[src/rtl/io_mmio_ctrl.sv]
`default_nettype none
// ============================================================================
// Module   : io_mmio_ctrl
// Purpose  : Memory-mapped I/O block for the core data port: UART TX/RX
//            handshakes, cycle/instret counters, one-cycle registered reads.
// Options  : IO_RX_FIFO_EN selects an RX_FIFO_DEPTH-entry RX FIFO instead of
//            the single-entry RX buffer.
// Revision : 1.0 - initial release
// ============================================================================
module io_mmio_ctrl #(
    parameter int CNT_WIDTH     = 32,
    parameter int RX_FIFO_DEPTH = 4
) (
    input  logic        clk,
    input  logic        rst,
    input  logic        io_load,
    input  logic        iowea,
    input  logic [3:0]  wea,
    input  logic [4:0]  adr,
    input  logic [31:0] din_io,
    input  logic        inst_retire,
    output logic [31:0] dout_io,
    output logic [7:0]  uart_tx_data,
    output logic        uart_tx_valid,
    input  logic        uart_tx_ready,
    input  logic [7:0]  uart_rx_data,
    input  logic        uart_rx_valid,
    output logic        uart_rx_ready
);

    localparam logic [4:0] ADR_STATUS = 5'h00;
    localparam logic [4:0] ADR_RX     = 5'h01;
    localparam logic [4:0] ADR_TX     = 5'h02;
    localparam logic [4:0] ADR_CYCLE  = 5'h04;
    localparam logic [4:0] ADR_INSTR  = 5'h05;
    localparam logic [4:0] ADR_CLEAR  = 5'h06;

    typedef enum logic [0:0] {
        TX_IDLE = 1'b0,
        TX_BUSY = 1'b1
    } tx_state_t;

    logic                 store;
    logic                 st_tx;
    logic                 st_clr;
    logic                 ld_status;
    logic                 ld_rx;
    tx_state_t            tx_state;
    logic                 tx_drop;
    logic [CNT_WIDTH-1:0] cycle_cnt;
    logic [CNT_WIDTH-1:0] instr_cnt;
    logic                 rx_avail;
    logic [7:0]           rx_head;
    logic [31:0]          rd_data;
    logic [23:0]          unused_din;

    assign store      = iowea && (|wea);
    assign st_tx      = store && (adr == ADR_TX);
    assign st_clr     = store && (adr == ADR_CLEAR);
    assign ld_status  = io_load && (adr == ADR_STATUS);
    assign ld_rx      = io_load && (adr == ADR_RX);
    assign unused_din = din_io[31:8];

    // TX sequencer; the byte and valid stay frozen until the UART takes them
    always_ff @(posedge clk or negedge rst) begin
        if (!rst) begin
            tx_state      <= TX_IDLE;
            uart_tx_valid <= 1'b0;
            uart_tx_data  <= 8'h00;
            tx_drop       <= 1'b0;
        end else begin
            case (tx_state)
                TX_IDLE: begin
                    if (st_tx) begin
                        uart_tx_data  <= din_io[7:0];
                        uart_tx_valid <= 1'b1;
                        tx_state      <= TX_BUSY;
                    end
                end
                TX_BUSY: begin
                    if (uart_tx_ready) begin
                        uart_tx_valid <= 1'b0;
                        tx_state      <= TX_IDLE;
                    end
                end
                default: begin
                    uart_tx_valid <= 1'b0;
                    tx_state      <= TX_IDLE;
                end
            endcase

            if (st_tx && (tx_state == TX_BUSY)) begin
                tx_drop <= 1'b1;
            end else if (ld_status) begin
                tx_drop <= 1'b0;
            end
        end
    end

    always_ff @(posedge clk or negedge rst) begin
        if (!rst) begin
            cycle_cnt <= '0;
            instr_cnt <= '0;
        end else if (st_clr) begin
            cycle_cnt <= '0;
            instr_cnt <= '0;
        end else begin
            cycle_cnt <= cycle_cnt + CNT_WIDTH'(1);
            if (inst_retire) begin
                instr_cnt <= instr_cnt + CNT_WIDTH'(1);
            end
        end
    end

`ifdef IO_RX_FIFO_EN
    localparam int              PTR_W     = $clog2(RX_FIFO_DEPTH);
    localparam logic [PTR_W:0]  FIFO_FULL = (PTR_W + 1)'(RX_FIFO_DEPTH);

    logic [7:0]       fifo_mem [RX_FIFO_DEPTH];
    logic [PTR_W-1:0] wr_ptr;
    logic [PTR_W-1:0] rd_ptr;
    logic [PTR_W:0]   rx_count;
    logic             rx_push;
    logic             rx_pop;

    assign uart_rx_ready = (rx_count != FIFO_FULL);
    assign rx_avail      = (rx_count != '0);
    assign rx_head       = fifo_mem[rd_ptr];
    assign rx_push       = uart_rx_valid && uart_rx_ready;
    assign rx_pop        = ld_rx && rx_avail;

    always_ff @(posedge clk) begin
        if (rx_push) begin
            fifo_mem[wr_ptr] <= uart_rx_data;
        end
    end

    // Depth is a power of two, so the pointers wrap by plain overflow
    always_ff @(posedge clk or negedge rst) begin
        if (!rst) begin
            wr_ptr   <= '0;
            rd_ptr   <= '0;
            rx_count <= '0;
        end else begin
            if (rx_push) begin
                wr_ptr <= wr_ptr + PTR_W'(1);
            end
            if (rx_pop) begin
                rd_ptr <= rd_ptr + PTR_W'(1);
            end
            case ({rx_push, rx_pop})
                2'b10:   rx_count <= rx_count + (PTR_W + 1)'(1);
                2'b01:   rx_count <= rx_count - (PTR_W + 1)'(1);
                default: rx_count <= rx_count;
            endcase
        end
    end
`else
    logic        rx_full;
    logic [7:0]  rx_byte;
    logic [31:0] unused_depth;

    assign uart_rx_ready = !rx_full;
    assign rx_avail      = rx_full;
    assign rx_head       = rx_byte;
    assign unused_depth  = RX_FIFO_DEPTH;

    always_ff @(posedge clk or negedge rst) begin
        if (!rst) begin
            rx_full <= 1'b0;
            rx_byte <= 8'h00;
        end else if (uart_rx_valid && !rx_full) begin
            rx_byte <= uart_rx_data;
            rx_full <= 1'b1;
        end else if (ld_rx && rx_full) begin
            rx_full <= 1'b0;
        end
    end
`endif

    always_comb begin
        rd_data = 32'h0;
        case (adr)
            ADR_STATUS: rd_data = {29'h0, tx_drop, rx_avail, (tx_state == TX_IDLE)};
            ADR_RX:     rd_data = rx_avail ? {24'h0, rx_head} : 32'h0;
            ADR_CYCLE:  rd_data = 32'(cycle_cnt);
            ADR_INSTR:  rd_data = 32'(instr_cnt);
            default:    rd_data = 32'h0;
        endcase
    end

    // Read data lands one cycle after the strobe, like a synchronous BRAM
    always_ff @(posedge clk or negedge rst) begin
        if (!rst) begin
            dout_io <= 32'h0;
        end else if (io_load) begin
            dout_io <= rd_data;
        end
    end

endmodule
`default_nettype wire
[config.mk]
export PLATFORM = sky130hd
export DESIGN_NAME = io_mmio_ctrl
export DESIGN_NICKNAME = d
export VERILOG_FILES = /design/src/rtl/io_mmio_ctrl.sv
export SDC_FILE = /design/constraint.sdc
export NUM_CORES = 1
export LEC_CHECK = 0
export CAP_MARGIN = 30
export CORE_ASPECT_RATIO = 1.2
export CORE_MARGIN = 5
export CORE_UTILIZATION = 48
export CTS_CLUSTER_SIZE = 14
export DETAILED_ROUTE_END_ITERATION = 8
export GPL_TIMING_DRIVEN = 0
export PLACE_DENSITY = 0.73
export RECOVER_POWER = 100
export SYNTH_ARGS = -nofsm -noshare
export SYNTH_HDL_FRONTEND = slang
export SYNTH_SLANG_ARGS = --single-unit
[constraint.sdc]
create_clock -name clk -period 2.02 [get_ports clk]
set_clock_uncertainty 0.1 [all_clocks]
set_input_delay 0.404 -clock clk [delete_from_list [all_inputs] [get_ports clk]]
set_output_delay 0.404 -clock clk [all_outputs]
set_load 0.01 [all_outputs]
==> flow_summary.toml <==
[yosys]
synth.top_cells.by_count = "dfrtp_1, nand3_1, a21oi_1, inv_1, o21ai_0"
asyncSetResetFlopFracSynth_pct = 100.0
synth_fa_ha_area_share_pct = 0.4269
synth.largest_area_cell = "dfrtp_1"
synth-edff-count = 0
synth_seq_area_share_pct = 49.52
area_share_of_and_or_nand_nor_cells_after_synthesis_pct = 20.51
synth_flop_cell = "dfrtp_1"
netlist_instances = 605
netlist.area_leader.share_pct = 49.52
syn-num-nets = 663
postSynthAreaPerCell_um2 = 9.689
synth_area_mm2 = 0.005862
synthXorXnorAreaFrac_pct = 3.138
dominant_combinational_cell_family_by_area_after_synthesis = "simple AND/OR/NAND/NOR gates"
post_synth_main_area_contributors = "dfrtp_1, mux2_2, nand3_1"
synth.area.mux_share_pct = 8.346
yosysMostFrequentCell = "dfrtp_1"
yosysUniqueCellTypes = 40
yosysWarnings = 0
synth_compound_area_share_pct = 12.83
ys_ff_latch = 116

[clocking]
reg_clk_slew_reported_paths_ns = 0.06
tritoncts.num_buffers = 17
clock_root_buffer_master = "clkbuf_16"
cts.htree.levels = 4
cts_num_sinks = 116
cts_buffer_depth = 2
worst_skew_pair.late_latency_ns = 0.42
tritoncts = "done"

[setup_path]
end_kind = "register"
worst_ep_required_time_ns = 2.26
crit_path_max_fanout = 10
cp_data_arrival_time_ns = 2.23
worstSetupStartpoint = "cycle_cnt[0]"
worst-r2r-cell-count = 6
path_class = "register to register"
critPathCapture = "cycle_cnt[24]"
critPathLaunchType = "register"
r2r-start = "cycle_cnt[0]"
reg2reg_slack_ns = 0.03
timing.rr.end = "cycle_cnt[24]"

[place]
routabilityCongestion = 0.8950
buffer_ports.inserted = 71
post-dp-hpwl_um = 11440

[floorplan]
pin_count = 98
initial_utilization_pct = 48.62
dieWidth_um = 110.9
core_area_mm2 = 0.01206
rows = 44
floorplan.die.height_um = 131.1
full_die_area_mm2 = 0.01453

[timing]
worst_pin_slew_ns = 1.027
drv_slew = 0
setup-tns-final_ns = 0
final.min_clock_period_ns = 1.992
relSlewSlack_pct = 31.51
timing.hold.ws_ns = 0.3535
post-route-period-util_pct = 98.61
final-hold-violation-count = 0
fmax_mhz = 502.0
setup_viol = 0

[grt]
grt_overflow_total = 0
grtUsageMet3_pct = 5.785
global_route.usage.met2_pct = 41.04
pin_count_of_the_biggest_net_entering_global_routing = 79
first_pass_grt_wire_length_um = 26480
grt_antenna_before_repair = 0
vias_in_the_first_global_route = 5371
busiest_layer = "met2"
gr-usage-all-layers_pct = 22.94
globalRouteMet1Util_pct = 25.62

[final_layout]
design.final.nets = 791
diodes = 0
flow.area_growth_from_synthesis_pct = 34.64
post_route_cells_drive_above_1_share_pct = 23.32
final-seq-area_mm2 = 0.002923
fillers = 953
multiInputGateArea_mm2 = 0.002789

[power]
totalPowerFinal_mw = 7.846
peakVddDrop_uv = 630.2
power_density_relative_to_cell_area_mw_per_mm2 = 994.1
leakage_nw = 3.288

[route]
drt-pass1-iter-count = 8
vias = 5328
drtAntennaViolNets = 0
routedWlPerCell_um = 18.40
drt_first_iter_violations = 342
detailed_route_drc_error_count = 0
via_per_inst = 5.874
finalWirelength_um = 16690

[run]
timing.max_cap.violations = 0

[run_status]
outcome = "completed"

[hold_path]
hp-class = "primary input to register"
## where the power goes
part / switching [mW] / internal [mW] / total [mW]
Combinational: 0.766 / 0.818 / 1.58
Clock: 1.10 / 2.03 / 3.13
Sequential: 0.409 / 2.72 / 3.13
Total: 2.27 / 5.57 / 7.85
## cells in the final DEF (no fill, tap or decap), drive strengths merged, types with 5 or more instances in the layout
cell type        n
and2             6
nand2           32
clkdlybuf4s50   27
a22oi            5
a21oi           45
mux2i            5
buf             46
mux2            39
or3             11
nor2            32
o31ai           21
inv             45
nor4             9
dfrtp          116
and4            12
dlygate4sd3     42
xnor2           14
o21ai           44
xor2             7
nand4           20
or4             23
nand3           48
clkbuf          47
nor3             7
and3             6
## worst max-delay path, stage by stage (launching register included)
cell and delay (ns):
dfrtp_2 0.40, ha_4 0.17, nand4_4 0.12, or3_4 0.36
buf_6 0.15, or4_1 0.49, a21oi_1 0.13
## flip-flops by register name, indices dropped and copies added, names as in the netlist
name and cells:
rx_avail 1, uart_tx_data 8, dout_io 32, instr_cnt 32, tx_drop 1, cycle_cnt 32, rx_byte 8, uart_tx_valid 1
tx_state 1
## area by class of cell
type | count | area share, %
Sequential cell | 116 | 37.03
Multi-Input combinational cell | 410 | 35.34
Timing Repair Buffer | 110 | 12.87
Clock buffer | 20 | 5.913
Tap cell | 161 | 2.552
Buffer | 34 | 2.267
Inverter | 44 | 2.093
Clock inverter | 12 | 1.934
## per-stage QoR
stage / cells / utilization (%) / setup slack, ns / instance area, um^2
2_1_floorplan: 605 / - / -0.009926 / 5902
3_3_place_gp: 837 / 56.52 / -3.964 / 6814
3_5_place_dp: 838 / 56.76 / -0.8182 / 6843
4_1_cts: 887 / 63.55 / -0.001458 / 7662
5_1_grt: 907 / 65.46 / -0.03673 / 7893
6_report: 907 / 65.46 / 0.02809 / 7893
## cells by family (layout without fill, tap and decap cells)
logic type	count (synthesis)	in the layout
xor+xnor	21	21
simple gates	214	214
flops	116	116
mux	44	44
compound gates	129	129
fa+ha+maj	2	2
buf+inv	79	220
## worst min-delay path by stage
stage                         start  slack [ns]  depth (start not counted)               to
CTS                         io_load        0.34                          3       dout_io[4]
finish                      io_load        0.35                          3       dout_io[4]
detailed placement              rst        0.24                          1    instr_cnt[18]
floorplan                       rst       0.008                          0     cycle_cnt[0]
global route                io_load        0.39                          3       dout_io[3]
global placement    uart_tx_data[3]        0.39                          1  uart_tx_data[3]
## layer usage
metal	vias up	wire length, um	share of wire (%)
li1	2460	-	-
met1	2578	6462	39
met2	242	8476	51
met3	48	1154	6.9
met4	0	595	3.6
met5	-	0	0
## timing repair
item	in CTS	in global routing
pin swaps	4	9
resized for setup	34	37
endpoints found under the setup margin	77	89
endpoints found under the hold margin	38	0
buffers inserted	17	19
hold buffers	1	0
cloned	0	1
Note: power is estimated with default switching activity, not from simulation.
